[src/rtl/function_3bit_sweep_ctrl.sv]
// function_3bit_sweep_ctrl
// Built-in self-test sequencer for the 3-input function block f = x | (y & ~z).
// On an accepted start it drives {x,y,z} = 0..7 in ascending order, holds each
// vector for DWELL cycles, samples f on the last cycle of each dwell into a
// truth table (bit index {x,y,z}) and compares the table against EXPECTED.
//
// Optional feature macro: FN3_SWEEP_ERRCNT_EN adds o_err_count (popcount of
// table ^ EXPECTED). Without it the port and its logic are absent.
//
// Ports:
//   clk          rising-edge clock
//   rst_n        asynchronous active-low reset
//   i_start      sweep request, honoured in IDLE only
//   i_abort      synchronous cancel; beats a simultaneous start
//   i_f          function block output under test
//   o_x/o_y/o_z  registered stimulus to the function block
//   o_busy       high whenever the controller is not IDLE
//   o_done       one-cycle completion pulse
//   o_pass       table matched EXPECTED; valid from done until next start
//   o_table      captured truth table
//   o_err_count  number of mismatching table bits (macro-enabled only)
module function_3bit_sweep_ctrl #(
  parameter int unsigned DWELL    = 2,
  parameter logic [7:0]  EXPECTED = 8'hF4
) (
  input  logic       clk,
  input  logic       rst_n,
  input  logic       i_start,
  input  logic       i_abort,
  input  logic       i_f,
  output logic       o_x,
  output logic       o_y,
  output logic       o_z,
  output logic       o_busy,
  output logic       o_done,
  output logic       o_pass,
  output logic [7:0] o_table
`ifdef FN3_SWEEP_ERRCNT_EN
  ,
  output logic [3:0] o_err_count
`endif
);

  localparam logic [7:0] DWELL_M1 = 8'(DWELL - 1);

  typedef enum logic [1:0] {
    IDLE = 2'd0,
    RUN  = 2'd1,
    DONE = 2'd2
  } state_t;

  state_t     r_state;
  state_t     w_state_nx;
  logic [2:0] r_idx;
  logic [7:0] r_cnt;
  logic [2:0] r_xyz;
  logic [7:0] r_table;
  logic       r_pass;

  logic       w_start_ok;
  logic       w_last;
  logic       w_clear;
  logic       w_final;
  logic [7:0] w_table_fin;

  assign w_start_ok = i_start & ~i_abort;
  assign w_last     = (r_cnt == DWELL_M1);
  // Clear results on an accepted start, or on abort anywhere outside IDLE.
  assign w_clear    = ((r_state == IDLE) & w_start_ok) | ((r_state != IDLE) & i_abort);
  // Last sample of the sweep: this edge moves RUN -> DONE.
  assign w_final    = (r_state == RUN) & ~i_abort & w_last & (r_idx == 3'd7);

  // Table including the sample being taken this cycle, so the verdict
  // computed on the RUN->DONE edge already covers the final vector.
  always_comb begin
    w_table_fin        = r_table;
    w_table_fin[r_idx] = i_f;
  end

  always_ff @(posedge clk or negedge rst_n) begin
    if (!rst_n) r_state <= IDLE;
    else        r_state <= w_state_nx;
  end

  always_comb begin
    w_state_nx = r_state;
    case (r_state)
      IDLE:    if (w_start_ok) w_state_nx = RUN;
      RUN: begin
        if (i_abort)                      w_state_nx = IDLE;
        else if (w_last && r_idx == 3'd7) w_state_nx = DONE;
      end
      DONE:    w_state_nx = IDLE;
      default: w_state_nx = IDLE;
    endcase
  end

  // pass is registered on entry to DONE rather than during DONE so that it
  // is already valid in the cycle done is high.
  always_ff @(posedge clk or negedge rst_n) begin
    if (!rst_n) begin
      r_idx   <= '0;
      r_cnt   <= '0;
      r_xyz   <= '0;
      r_table <= '0;
      r_pass  <= 1'b0;
    end else if (w_clear) begin
      r_idx   <= '0;
      r_cnt   <= '0;
      r_xyz   <= '0;
      r_table <= '0;
      r_pass  <= 1'b0;
    end else begin
      case (r_state)
        RUN: begin
          if (w_last) begin
            r_table <= w_table_fin;
            r_cnt   <= '0;
            if (r_idx == 3'd7) begin
              r_pass <= (w_table_fin == EXPECTED);
            end else begin
              r_idx <= r_idx + 3'd1;
              r_xyz <= r_idx + 3'd1;
            end
          end else begin
            r_cnt <= r_cnt + 8'd1;
          end
        end
        DONE: begin
          r_xyz <= '0;
          r_idx <= '0;
        end
        default: ;
      endcase
    end
  end

`ifdef FN3_SWEEP_ERRCNT_EN
  logic [3:0] r_err_count;

  function automatic logic [3:0] popcnt8(input logic [7:0] v);
    logic [3:0] c;
    c = '0;
    for (int unsigned i = 0; i < 8; i++) c = c + 4'(v[i]);
    return c;
  endfunction

  always_ff @(posedge clk or negedge rst_n) begin
    if (!rst_n)       r_err_count <= '0;
    else if (w_clear) r_err_count <= '0;
    else if (w_final) r_err_count <= popcnt8(w_table_fin ^ EXPECTED);
  end

  assign o_err_count = r_err_count;
`endif

  assign {o_x, o_y, o_z} = r_xyz;
  assign o_busy          = (r_state != IDLE);
  assign o_done          = (r_state == DONE);
  assign o_pass          = r_pass;
  assign o_table         = r_table;

endmodule

[config.mk]
export PLATFORM = sky130hd
export DESIGN_NAME = function_3bit_sweep_ctrl
export DESIGN_NICKNAME = d
export VERILOG_FILES = /design/src/rtl/function_3bit_sweep_ctrl.sv
export SDC_FILE = /design/constraint.sdc
export NUM_CORES = 1
export LEC_CHECK = 0
export ABC_AREA = 1
export BUFFER_PORTS_ARGS = -buffer_cell sky130_fd_sc_hd__buf_2
export CORE_MARGIN = 3
export CORE_UTILIZATION = 60
export DETAILED_ROUTE_END_ITERATION = 8
export HOLD_SLACK_MARGIN = 0.12
export PLACE_DENSITY = 0.83
export SLEW_MARGIN = 10
export SYNTH_ARGS = -nofsm -noshare
export SYNTH_HDL_FRONTEND = slang
export SYNTH_SLANG_ARGS = --single-unit
[constraint.sdc]
create_clock -name clk -period 2.5 [get_ports clk]
set_clock_uncertainty 0.1 [all_clocks]
set_input_delay 0.125 -clock clk [delete_from_list [all_inputs] [get_ports clk]]
set_output_delay 0.125 -clock clk [all_outputs]
set_load 0.05 [all_outputs]
After elaboration in Yosys (flattened, before gate mapping)
Cells that the tools add are included.
{"block": "word_totals", "output_inout_bits": 14, "ff_bits": 22, "elab_cells": 56}
{"block": "op_classes", "n_addsub": 2, "bitwise_logic": 5, "n_mux": 21, "n_reduce_logical": 12, "magnitude_cmp": 2, "n_eq_ne": 9}
{"operator": "2-to-1 mux 8 bit", "n": 6}
{"operator": "2-to-1 mux 3 bit", "n": 3}
{"operator": "adder 8 x 1 -> 8 bit (second input constant)", "n": 1}
{"operator": "bitwise mux 8 bit", "n": 1}
{"operator": "== test 8 x 1 -> 1 bit (second input constant)", "n": 1}
{"operator": "== test 8 bit (second input constant)", "n": 1}
{"operator": "nonzero test 2 bit", "n": 4}
{"operator": "2-to-1 mux 2 bit", "n": 3}
{"operator": "!= test 3 bit (second input constant)", "n": 2}
{"operator": "one-hot mux 3 bit (2 select lines)", "n": 1}
{"operator": "AND reduction 3 bit", "n": 2}
{"operator": "2-to-1 mux 1 bit", "n": 5}
{"operator": "< comparator 3 x 4 -> 1 bit (second input constant)", "n": 1}
{"operator": "one-hot mux 2 bit (2 select lines)", "n": 1}
{"operator": "AND reduction 2 bit", "n": 2}
{"operator": "adder 3 x 1 -> 3 bit (second input constant)", "n": 1}
{"operator": "bitwise AND 1 bit", "n": 3}
{"operator": "demux 1 bit (select 3 bit)", "n": 1}
{"operator": "== test 3 bit (second input constant)", "n": 1}
{"operator": "greater-or-equal comparator 3 x 1 -> 1 bit (second input constant)", "n": 1}
{"operator": "!= test 3 x 2 -> 1 bit (second input constant)", "n": 1}
{"operator": "nonzero test 3 bit", "n": 1}
{"operator": "== test 2 x 1 -> 1 bit (second input constant)", "n": 1}
{"operator": "== test 2 bit (second input constant)", "n": 1}
{"operator": "5 further kinds", "n": 6}

Depth between registers and ports, before layout
Gate-level depths: netlist of run 1.
{"block": "depth", "depth_word": 10, "ltp_mapped": 10, "depth_no_buf": 10}

Worst setup path before layout of run 1
OpenSTA, ideal clock, no wires.
{"block": "synth_timing", "path_kind": "reg2reg", "startpoint": "reg r_state[1]", "endpoint": "reg r_xyz[2]", "path_stages_with_launch": 8, "synth_period_minus_slack_ns": 1.777, "arrival_time_ns": 1.557, "t_required_ns": 2.280, "setup_ns": 0.120, "n_path_buf": 0, "slack_ns": 0.723, "path_cell_list": "dfrtp_1 -> inv_2 -> nor2_1 -> inv_1 -> nand2_2 -> nor2_2 -> nand2_1 -> nand2_1"}
{"block": "synth_between", "elab_cells_between_ends": 13, "cone_classes": "eq/ne (4); mux (2); bitwise (3); reduce/logical (4)"}
{"element": "start: declaration", "line_no": "52", "text": "state_t r_state;"}
{"element": "start signal: assignment", "line_no": "82", "text": "else r_state <= w_state_nx;"}
{"element": "== test 2 bit *"}
{"element": "net o_done", "line_no": "35", "text": "output logic o_done,"}
{"element": "one-hot mux 3 bit (2 select lines) or nonzero test 3 bit (tied branches)"}
{"element": "2-to-1 mux 3 bit or AND reduction 3 bit (tied branches)"}
{"element": "end signal: assignment", "line_no": "123", "text": "r_xyz <= r_idx + 3'd1;"}
{"element": "end: declaration", "line_no": "56", "text": "logic [2:0] r_xyz;"}
Mark *: on every way through the listed nets, which the timed path passes. The rest lies on a longest branch.
A chain may end at the register's enable or synchronous reset.

==> results.env, run 1 <==
STATUS='completed'
CRITICAL_PATH.MAX_FANOUT=13
DETAILED_PLACE_HPWL_MM=2.17
YOSYS.CELL_COUNT.TOP_TYPE='sky130_fd_sc_hd__nand2_1'
COMB_POWER_SHARE=0.296
CRITICAL-PATH-SLOWEST-CELL='sky130_fd_sc_hd__dfrtp_1'
VDD_IR_DROP_MAX_V=0.000478
CRITICAL_PATH_ARRIVAL_NS=1.87
UTILIZATION=0.734
PLACEDINSTANCEAREA_SQ_MM=0.00145
PRIMARY_FF_MASTER_SYNTH='sky130_fd_sc_hd__dfrtp_1'
CRIT_PATH_START_KIND='flop'
ROOT_BUFFER_MASTER='sky130_fd_sc_hd__clkbuf_4'
NUM_ROWS=16
TIMING.SETUP.TNS_NS=0
PORTBUFFERS=18
SWITCHINGPOWER_mW=0.369
DIE_Y_UM=54.3
CRITICAL_PATH_DEPTH=6
POST_ROUTE_CELLS_DRIVE_ABOVE_1_SHARE=0.201
FINALWEIGHTEDCONGESTION=0.833
VIAS=1283
NUMCTSBUFFERS=3
CELL_INTERNAL_PWR_mW=0.617
STDCELL_AREA_SQ_MM=0.00153
DPL_WORST_SLACK_NS=0.777
MAX_FREQ_GHz=0.571
SYNTHESIS.AREA_PER_INSTANCE_SQ_UM=7.57
CRIT_PATH_CELL_TRACE='ha_1 > ha_1 > nor3_2 > nor2_2 > nand2_1 > nand2_1'
INITIAL_CELL_DENSITY_OF_THE_CORE=0.672
MAX_CAP_VIOL_COUNT=0
RSZ0062_AT_GRT='no'
CP-STARTPOINT='r_xyz[1]'
POST_SYNTH_INSTANCE_AREA_SQ_MM=0.00140
REPORT.FINAL.SLEW_VIOL_COUNT=0
PATH_DELAY_FAMILY='flip-flops'
PERIOD_SHARE=0.701
YOSYS_WARNINGS=0
R2R.WORST_PATH.CELLS=6
POSTSYNTHREGISTERBITS=22
WORST-PATH-BUF-INV=0
YOSYSSEQAREASHARE=0.393
ROUTE.DETAILED.DRC=0
POSTCTSSETUPBUFFERS=0
FINALSETUPVIOLATIONS=0
END_KIND='flop'
MAX-SLEW-MARGIN-REL=0.677
POST-SYNTH-TOP-AREA-CELL='sky130_fd_sc_hd__dfrtp_1'
VIA_PER_INST=5.55
POST_CTS_RESIZED=0
SEQUENTIALPOWERSHARE=0.424
CHIPWIDTH_UM=54.3
SYNTH.LIB_CELLS_USED.DISTINCT=25
NET_SWITCHING_FRACTION_OF_THE_POWER=0.374
SYNTHTOPCELLSBYAREA='sky130_fd_sc_hd__dfrtp_1, sky130_fd_sc_hd__nand2_1, sky130_fd_sc_hd__nand3_1, sky130_fd_sc_hd__inv_1, sky130_fd_sc_hd__nor2_1'
SYNTH_COMMONEST_CELLS='sky130_fd_sc_hd__nand2_1, sky130_fd_sc_hd__dfrtp_1, sky130_fd_sc_hd__nand3_1'
CTS.SINKS=22
HOLD_WS_NS=0.137
PLACEABLECOREAREA_SQ_MM=0.00208
POST_ROUTE_WORST_SETUP_SLACK_NS=0.748
GRT_ANTENNA_BEFORE_REPAIR=0
CP_SLOWEST_STAGE_DELAY_NS=0.56
LARGEST_NET_DEGREE_AT_THE_START_OF_GLOBAL_ROUTING=23
WHS_PATH_DEPTH=4
COUNT_OF_FLIP_FLOPS_WITH_A_BUILT_IN_ENABLE_AFTER_SYNTHESIS=0
HOLD_CLASS='input port to flop'
TRITONCTS='built'
ROUTE.ANTENNA.REMAINING_NETS=0
ANTENNA_CELLS_INSERTED=0
SYNTHDOMINANTCELLAREASHARE=0.393
RRSETUPSLACK_NS=0.75
CRITPATHCAPTURE='r_xyz[2]'
DETAIL_ROUTE.WIRELENGTH_MM=2.97
FINALWORSTPATHREQUIREDPERIOD_NS=1.75
NUMBER_OF_DETAILED_ROUTING_ITERATIONS_RUN_BEFORE_ANTENNA_REPAIR=4
FINISH.NET_COUNT=214
AREA_GROWTH_PCT=9.12
WORST-SLEW-PIN-TRANSITION_NS=0.485
LEAKAGEPOWER_nW=0.818
POWER_DENSITY_mW_PER_MM2=646
R2R_END='r_xyz[2]'
GLOBAL_ROUTE.USAGE.TOTAL=0.233
CP_CLASS='flop to flop'
SYNTH_FP_NETS=194
FIRST_GLOBAL_VIAS=1137
DIEAREA_SQ_MM=0.00295
PIN_COUNT=19
WORST_EP_REQUIRED_TIME_NS=2.61
SYNTHESIS.INSTANCES=185
POWER.SHARE.CLOCK=0.280
WORST_R2R_STARTPOINT='r_xyz[1]'
CLK_LATENCY_NS=0.31
OVERFLOW=0
ASYNC_RESET_FF_FRAC=1.00
CTS_HOLD_REPAIR.BUFFERS=3
REPORT.FINAL.HOLD_VIOL_COUNT=0
CLK_PIN_SLEW_WORST_PATHS_NS=0.13
DETAILED_ROUTE_ITER0_VIOLATIONS=32
CTSLONGESTPATHBUFFERS=2
ROUTED_WIRE_LENGTH_PER_INSTANCE_UM=12.8
H-TREE-DEPTH=1
WIRE_LENGTH_OF_THE_FIRST_GLOBAL_ROUTING_PASS_MM=4.98
[worst min-delay path: stages]
cell	delay [ns]
sky130_fd_sc_hd__buf_2	0.08
sky130_fd_sc_hd__inv_1	0.06
sky130_fd_sc_hd__nand2_1	0.19
sky130_fd_sc_hd__nor2_1	0.08
[kinds of logic (layout without fill, tap and decap cells)]
family          Yosys count  count (layout)  share of synthesized area
fa+ha+maj                 4               4                     0.0357
buf+inv                  28              47                      0.115
xor+xnor                  3               3                     0.0188
simple gates            114             114                      0.374
compound gates           14              14                     0.0626
flops                    22              22                      0.393
[cell usage in the layout (no fill, tap or decap), types with 2 or more instances in the layout]
cell type                       Yosys  final
sky130_fd_sc_hd__nor2_1            15     15
sky130_fd_sc_hd__ha_1               4      4
sky130_fd_sc_hd__xor2_1             2      2
sky130_fd_sc_hd__inv_1             17     17
sky130_fd_sc_hd__o21ai_0            2      2
sky130_fd_sc_hd__dlygate4sd3_1      0      3
sky130_fd_sc_hd__nand2_1           57     57
sky130_fd_sc_hd__o21ai_1            2      2
sky130_fd_sc_hd__nand2_2            6      6
sky130_fd_sc_hd__clkbuf_4           0      3
sky130_fd_sc_hd__o21ai_2            2      2
sky130_fd_sc_hd__nand4_1            8      8
sky130_fd_sc_hd__nor2_4             2      2
sky130_fd_sc_hd__inv_2              5      5
sky130_fd_sc_hd__dfrtp_1           22     22
sky130_fd_sc_hd__nor2_2             2      2
sky130_fd_sc_hd__nand3_1           21     21
sky130_fd_sc_hd__o22ai_1            6      6
sky130_fd_sc_hd__buf_2              0     18
[cell type report]
type                       count  area (sq um)
sequential                    22           551
fill                         171           554
timing repair buffer          21           120
clock buffer                   3          22.5
multi-input combinational    135           688
tap                           27          33.8
clock inverter                 1          30.0
inverter                      22          82.6
[per-layer routing]
metal,track usage,part of all wire,up-vias
li1,-,-,640
met1,0.318,0.48,599
met2,0.371,0.46,40
met3,0.0354,0.049,4
met4,0.0871,0.010,0
met5,0,0,-
[sequential cells by signal, summed over array words and instances, names as in the netlist]
register,cells
o_table,8
r_cnt,8
r_xyz,3
r_state,2
o_pass,1
[through the flow]
step	instances	power, mW
floorplan	185	0.667
global placement	224	0.693
detailed placement	224	0.711
CTS	231	0.990
global route	231	1.04
finish	231	0.986
[power by group through the flow]
stage                     clock (mW)  sequential (mW)  combinational [mW]
after floorplan                    0            0.447               0.220
after global placement             0            0.420               0.273
after detailed placement           0            0.425               0.286
after CTS                      0.280            0.418               0.292
after global routing           0.293            0.423               0.326
final                          0.276            0.418               0.292
[how the worst min path moves through the flow]
stage | startpoint | slack, ns | endpoint
after floorplan | rst_n | -0.27 | o_pass
after global placement | rst_n | 0.01 | r_cnt[6]
after detailed placement | rst_n | 0.02 | r_cnt[5]
after CTS | i_abort | 0.12 | r_state[1]
after global routing | i_abort | 0.14 | r_state[1]
final | i_abort | 0.14 | r_state[1]
Power figures use the tool's default switching activity.
==> inputs of run 2 (changes only) <==
ABC_AREA = 0   (was 1)
CORE_UTILIZATION = 51   (was 60)
PLACE_DENSITY = 0.75   (was 0.83)
clock period = 1.4 ns   (was 2.5 ns; I/O delays follow)
==> run 2 against run 1 <==
The flow now finishes with violations (setup timing). First-iteration DRC count grew to 7.3 times the previous value. Wire length is 97% higher. Global-route usage is 8.2 points higher. Final area grew 57%. Register-to-register slack worse by 1.4 ns. Flip-flop and latch count unchanged. Critical endpoint is now o_table[2]. Largest cell class unchanged. Largest power group unchanged.
==> results.env, run 2 <==
MAX_CAP_VIOL_COUNT=0
HOLD_START='i_abort'
MAX_FREQ_GHz=0.489
SYNTH-SIMPLE-AREA-SHARE=0.293
FINALWEIGHTEDCONGESTION=0.917
YOSYS.CELL_COUNT.TOP_TYPE='sky130_fd_sc_hd__dfrtp_1'
TRITONCTS='built'
FILLCELLCOUNT=101
RSZ0062_AT_GRT='yes'
SEQUENTIAL_CELL_AREA_SQ_UM=558
POST_ROUTE_WORST_SETUP_SLACK_NS=-0.645
ROUTED_WIRE_LENGTH_PER_INSTANCE_UM=21.7
MULTIINPUTGATEAREA_SQ_MM=0.00101
CTS_HOLD_REPAIR.BUFFERS=5
PIN_COUNT=19
CTS.SINKS=22
PLACEABLECOREAREA_SQ_MM=0.00259
MOST_FREQUENT_STANDARD_CELL_IN_THE_LAYOUT_EXCLUDING_FILL_AND_TAP_CELLS='sky130_fd_sc_hd__buf_4'
VIOLATIONS='setup timing'
GRT_ANTENNA_BEFORE_REPAIR=0
SYNTH-COMPOUND-AREA-SHARE=0.193
R2R.WORST_PATH.CELLS=6
YOSYSSEQAREASHARE=0.380
YOSYS.AREA_SHARE.ADDER=0.0346
PORTBUFFERS=18
ROUTE.DETAILED.DRC=0
POSTSYNTHREGISTERBITS=22
DIE_Y_UM=59.3
NUMCTSBUFFERS=3
INITIAL_CELL_DENSITY_OF_THE_CORE=0.559
LARGEST_NET_DEGREE_AT_THE_START_OF_GLOBAL_ROUTING=23
HOLD_CLASS='input port to flop'
PERIOD_SHARE=1.46
POWER_DENSITY_mW_PER_MM2=706
SYNTHESIS.AREA_PER_INSTANCE_SQ_UM=9.52
YOSYS_WARNINGS=0
STATUS='finished, violations left'
CP-STARTPOINT='r_cnt[1]'
VDD_IR_DROP_MAX_V=0.000715
POST_SYNTH_INSTANCE_AREA_SQ_MM=0.00145
WIRE_LENGTH_OF_THE_FIRST_GLOBAL_ROUTING_PASS_MM=8.16
ANTENNA_CELLS_INSERTED=0
DP_CELLS=241
SYNTHTOPCELLSBYAREA='sky130_fd_sc_hd__dfrtp_1, sky130_fd_sc_hd__ha_1, sky130_fd_sc_hd__nand3_1, sky130_fd_sc_hd__o21ai_0, sky130_fd_sc_hd__mux2_2'
FINISH.NET_COUNT=250
CP_CLASS='flop to flop'
SYNTH_COMMONEST_CELLS='sky130_fd_sc_hd__dfrtp_1, sky130_fd_sc_hd__nand2_1, sky130_fd_sc_hd__nand3_1, sky130_fd_sc_hd__o21ai_0'
H-TREE-DEPTH=1
R2R_END='o_table[2]'
REPORT.FINAL.SLEW_VIOL_COUNT=0
POST_ROUTE_CELLS_DRIVE_ABOVE_1_SHARE=0.567
INSTANCES_NO_FILL=270
NUMBER_OF_DETAILED_ROUTING_ITERATIONS_RUN_BEFORE_ANTENNA_REPAIR=5
WORST_R2R_STARTPOINT='r_cnt[1]'
MAIN_COMBINATIONAL_CELL_FAMILY_BY_AREA_AFTER_SYNTHESIS='simple AND/OR/NAND/NOR gates'
CRITICAL_PATH.MAX_FANOUT=4
NUM_ROWS=18
RRSETUPSLACK_NS=-0.65
FINALSETUPVIOLATIONS=24
WORST_EP_REQUIRED_TIME_NS=1.54
CRITICAL_PATH_ARRIVAL_NS=2.18
ASYNC_RESET_FF_FRAC=1.00
END_KIND='flop'
AREA_GROWTH_PCT=65.3
MAX-SLEW-MARGIN-REL=0.658
OVERFLOW=0
REPORT.FINAL.HOLD_VIOL_COUNT=0
SYNTH.LIB_CELLS_USED.DISTINCT=45
ROOT_BUFFER_MASTER='sky130_fd_sc_hd__clkbuf_4'
HOLD-PATH-ENDPOINT='r_state[1]'
SYNTHDOMINANTCELLAREASHARE=0.380
MUXSHAREOFSYNTHAREA=0.0519
CLK_LATENCY_NS=0.33
SYNTH_FP_NETS=161
CTSLONGESTPATHBUFFERS=2
COUNT_OF_FLIP_FLOPS_WITH_A_BUILT_IN_ENABLE_AFTER_SYNTHESIS=0
CRIT_PATH_START_KIND='flop'
FIRST_GLOBAL_VIAS=1679
DETAIL_ROUTE.WIRELENGTH_MM=5.85
GLOBAL_ROUTE.USAGE.TOTAL=0.315
LEAKAGEPOWER_nW=1.10
FINALWORSTPATHREQUIREDPERIOD_NS=2.05
CLK_PIN_SLEW_WORST_PATHS_NS=0.15
DETAILED_PLACE_HPWL_MM=3.05
ROUTE.ANTENNA.REMAINING_NETS=0
MOSTFREQUENTLAYOUTCELLS='sky130_fd_sc_hd__buf_4, sky130_fd_sc_hd__buf_2, sky130_fd_sc_hd__dfrtp_1'
SYNTHESIS.INSTANCES=152
WORST-SLEW-PIN-TRANSITION_NS=0.513
DIEAREA_SQ_MM=0.00351
POST_SYNTH_XOR_AREA_FRACTION=0.0182
CHIPWIDTH_UM=59.3
DETAILED_ROUTE_ITER0_VIOLATIONS=235
VIAS=1745
POST-SYNTH-TOP-AREA-CELL='sky130_fd_sc_hd__dfrtp_1'
UTILIZATION=0.924
VIA_PER_INST=6.46
PRIMARY_FF_MASTER_SYNTH='sky130_fd_sc_hd__dfrtp_1'
WHS_PATH_DEPTH=3
run 2: changes by cell type after synthesis, moves of 5 or more:
| cell | before | now |
|---|---|---|
| sky130_fd_sc_hd__nand3_1 | 21 | 9 |
| sky130_fd_sc_hd__nand2_1 | 57 | 11 |
| sky130_fd_sc_hd__inv_1 | 17 | 5 |
| sky130_fd_sc_hd__o22ai_1 | 6 | 0 |
| sky130_fd_sc_hd__inv_2 | 5 | 0 |
| sky130_fd_sc_hd__a21oi_1 | 1 | 6 |
| sky130_fd_sc_hd__nand2_2 | 6 | 0 |
| sky130_fd_sc_hd__o21ai_0 | 2 | 9 |
| sky130_fd_sc_hd__a22o_1 | 0 | 5 |
| sky130_fd_sc_hd__nor2_1 | 15 | 6 |
run 2: layout make-up:
type | instances | area share
Tap cell | 30 | 0.0157
Timing Repair Buffer | 90 | 0.305
Clock buffer | 4 | 0.0152
Multi-Input combinational cell | 119 | 0.423
Inverter | 5 | 0.00785
Sequential cell | 22 | 0.233
run 2: stage by stage:
step | instance area [sq um] | total power, mW | setup TNS [ns] | setup slack, ns | hold slack, ns
2_1_floorplan | 1480 | 0.939 | -7.37 | -0.471 | -0.326
3_3_place_gp | 1940 | 1.12 | -7.01 | -0.488 | -0.0341
3_5_place_dp | 1940 | 1.14 | -8.10 | -0.565 | -0.0192
4_1_cts | 2260 | 1.59 | -8.65 | -0.555 | 0.0475
5_1_grt | 2390 | 1.75 | -13.22 | -0.738 | 0.0668
6_report | 2390 | 1.69 | -11.97 | -0.645 | 0.0705
run 2: worst max-delay path by stage:
stage,end,slack (ns),cells after the start
3_5_place_dp,o_table[0],-0.57,6
2_1_floorplan,r_cnt[5],-0.47,6
4_1_cts,o_table[3],-0.56,6
5_1_grt,o_table[7],-0.74,6
3_3_place_gp,o_table[0],-0.49,6
6_report,o_table[2],-0.65,6
run 2: logic make-up after synthesis:
group           count (synthesis)
simple gates                   66
flops                          22
compound gates                 39
fa+ha+maj                       4
buf+inv                        11
xor+xnor                        3
mux                             7
run 2: worst max-delay path: stages, from the launching register on:
cell                      delay, ns
sky130_fd_sc_hd__dfrtp_1       0.40
sky130_fd_sc_hd__inv_1         0.05
sky130_fd_sc_hd__ha_1          0.17
sky130_fd_sc_hd__or4b_4        0.55
sky130_fd_sc_hd__nor4_4        0.35
sky130_fd_sc_hd__nand3_1       0.17
sky130_fd_sc_hd__a21oi_2       0.16
run 2: timing repair:
item,in CTS,in global routing
gates resized for setup,36,15
endpoints found under the hold margin,27,1
buffers inserted,12,10
pin swaps,10,13
endpoints found under the setup margin,23,24
run 2: per-layer routing:
metal / vias up / track usage / part of all wire / routed length [um]
li1: 756 / - / - / -
met1: 837 / 0.343 / 0.38 / 2230
met2: 121 / 0.569 / 0.51 / 2970
met3: 31 / 0.0545 / 0.067 / 390
met4: 0 / 0.172 / 0.044 / 260
met5: - / 0 / 0 / 0
run 2: where the power goes:
part           total [mW]  switching [mW]  internal (mW)
logic               0.633           0.330          0.303
registers           0.683          0.0264          0.656
clock network       0.374           0.215          0.159
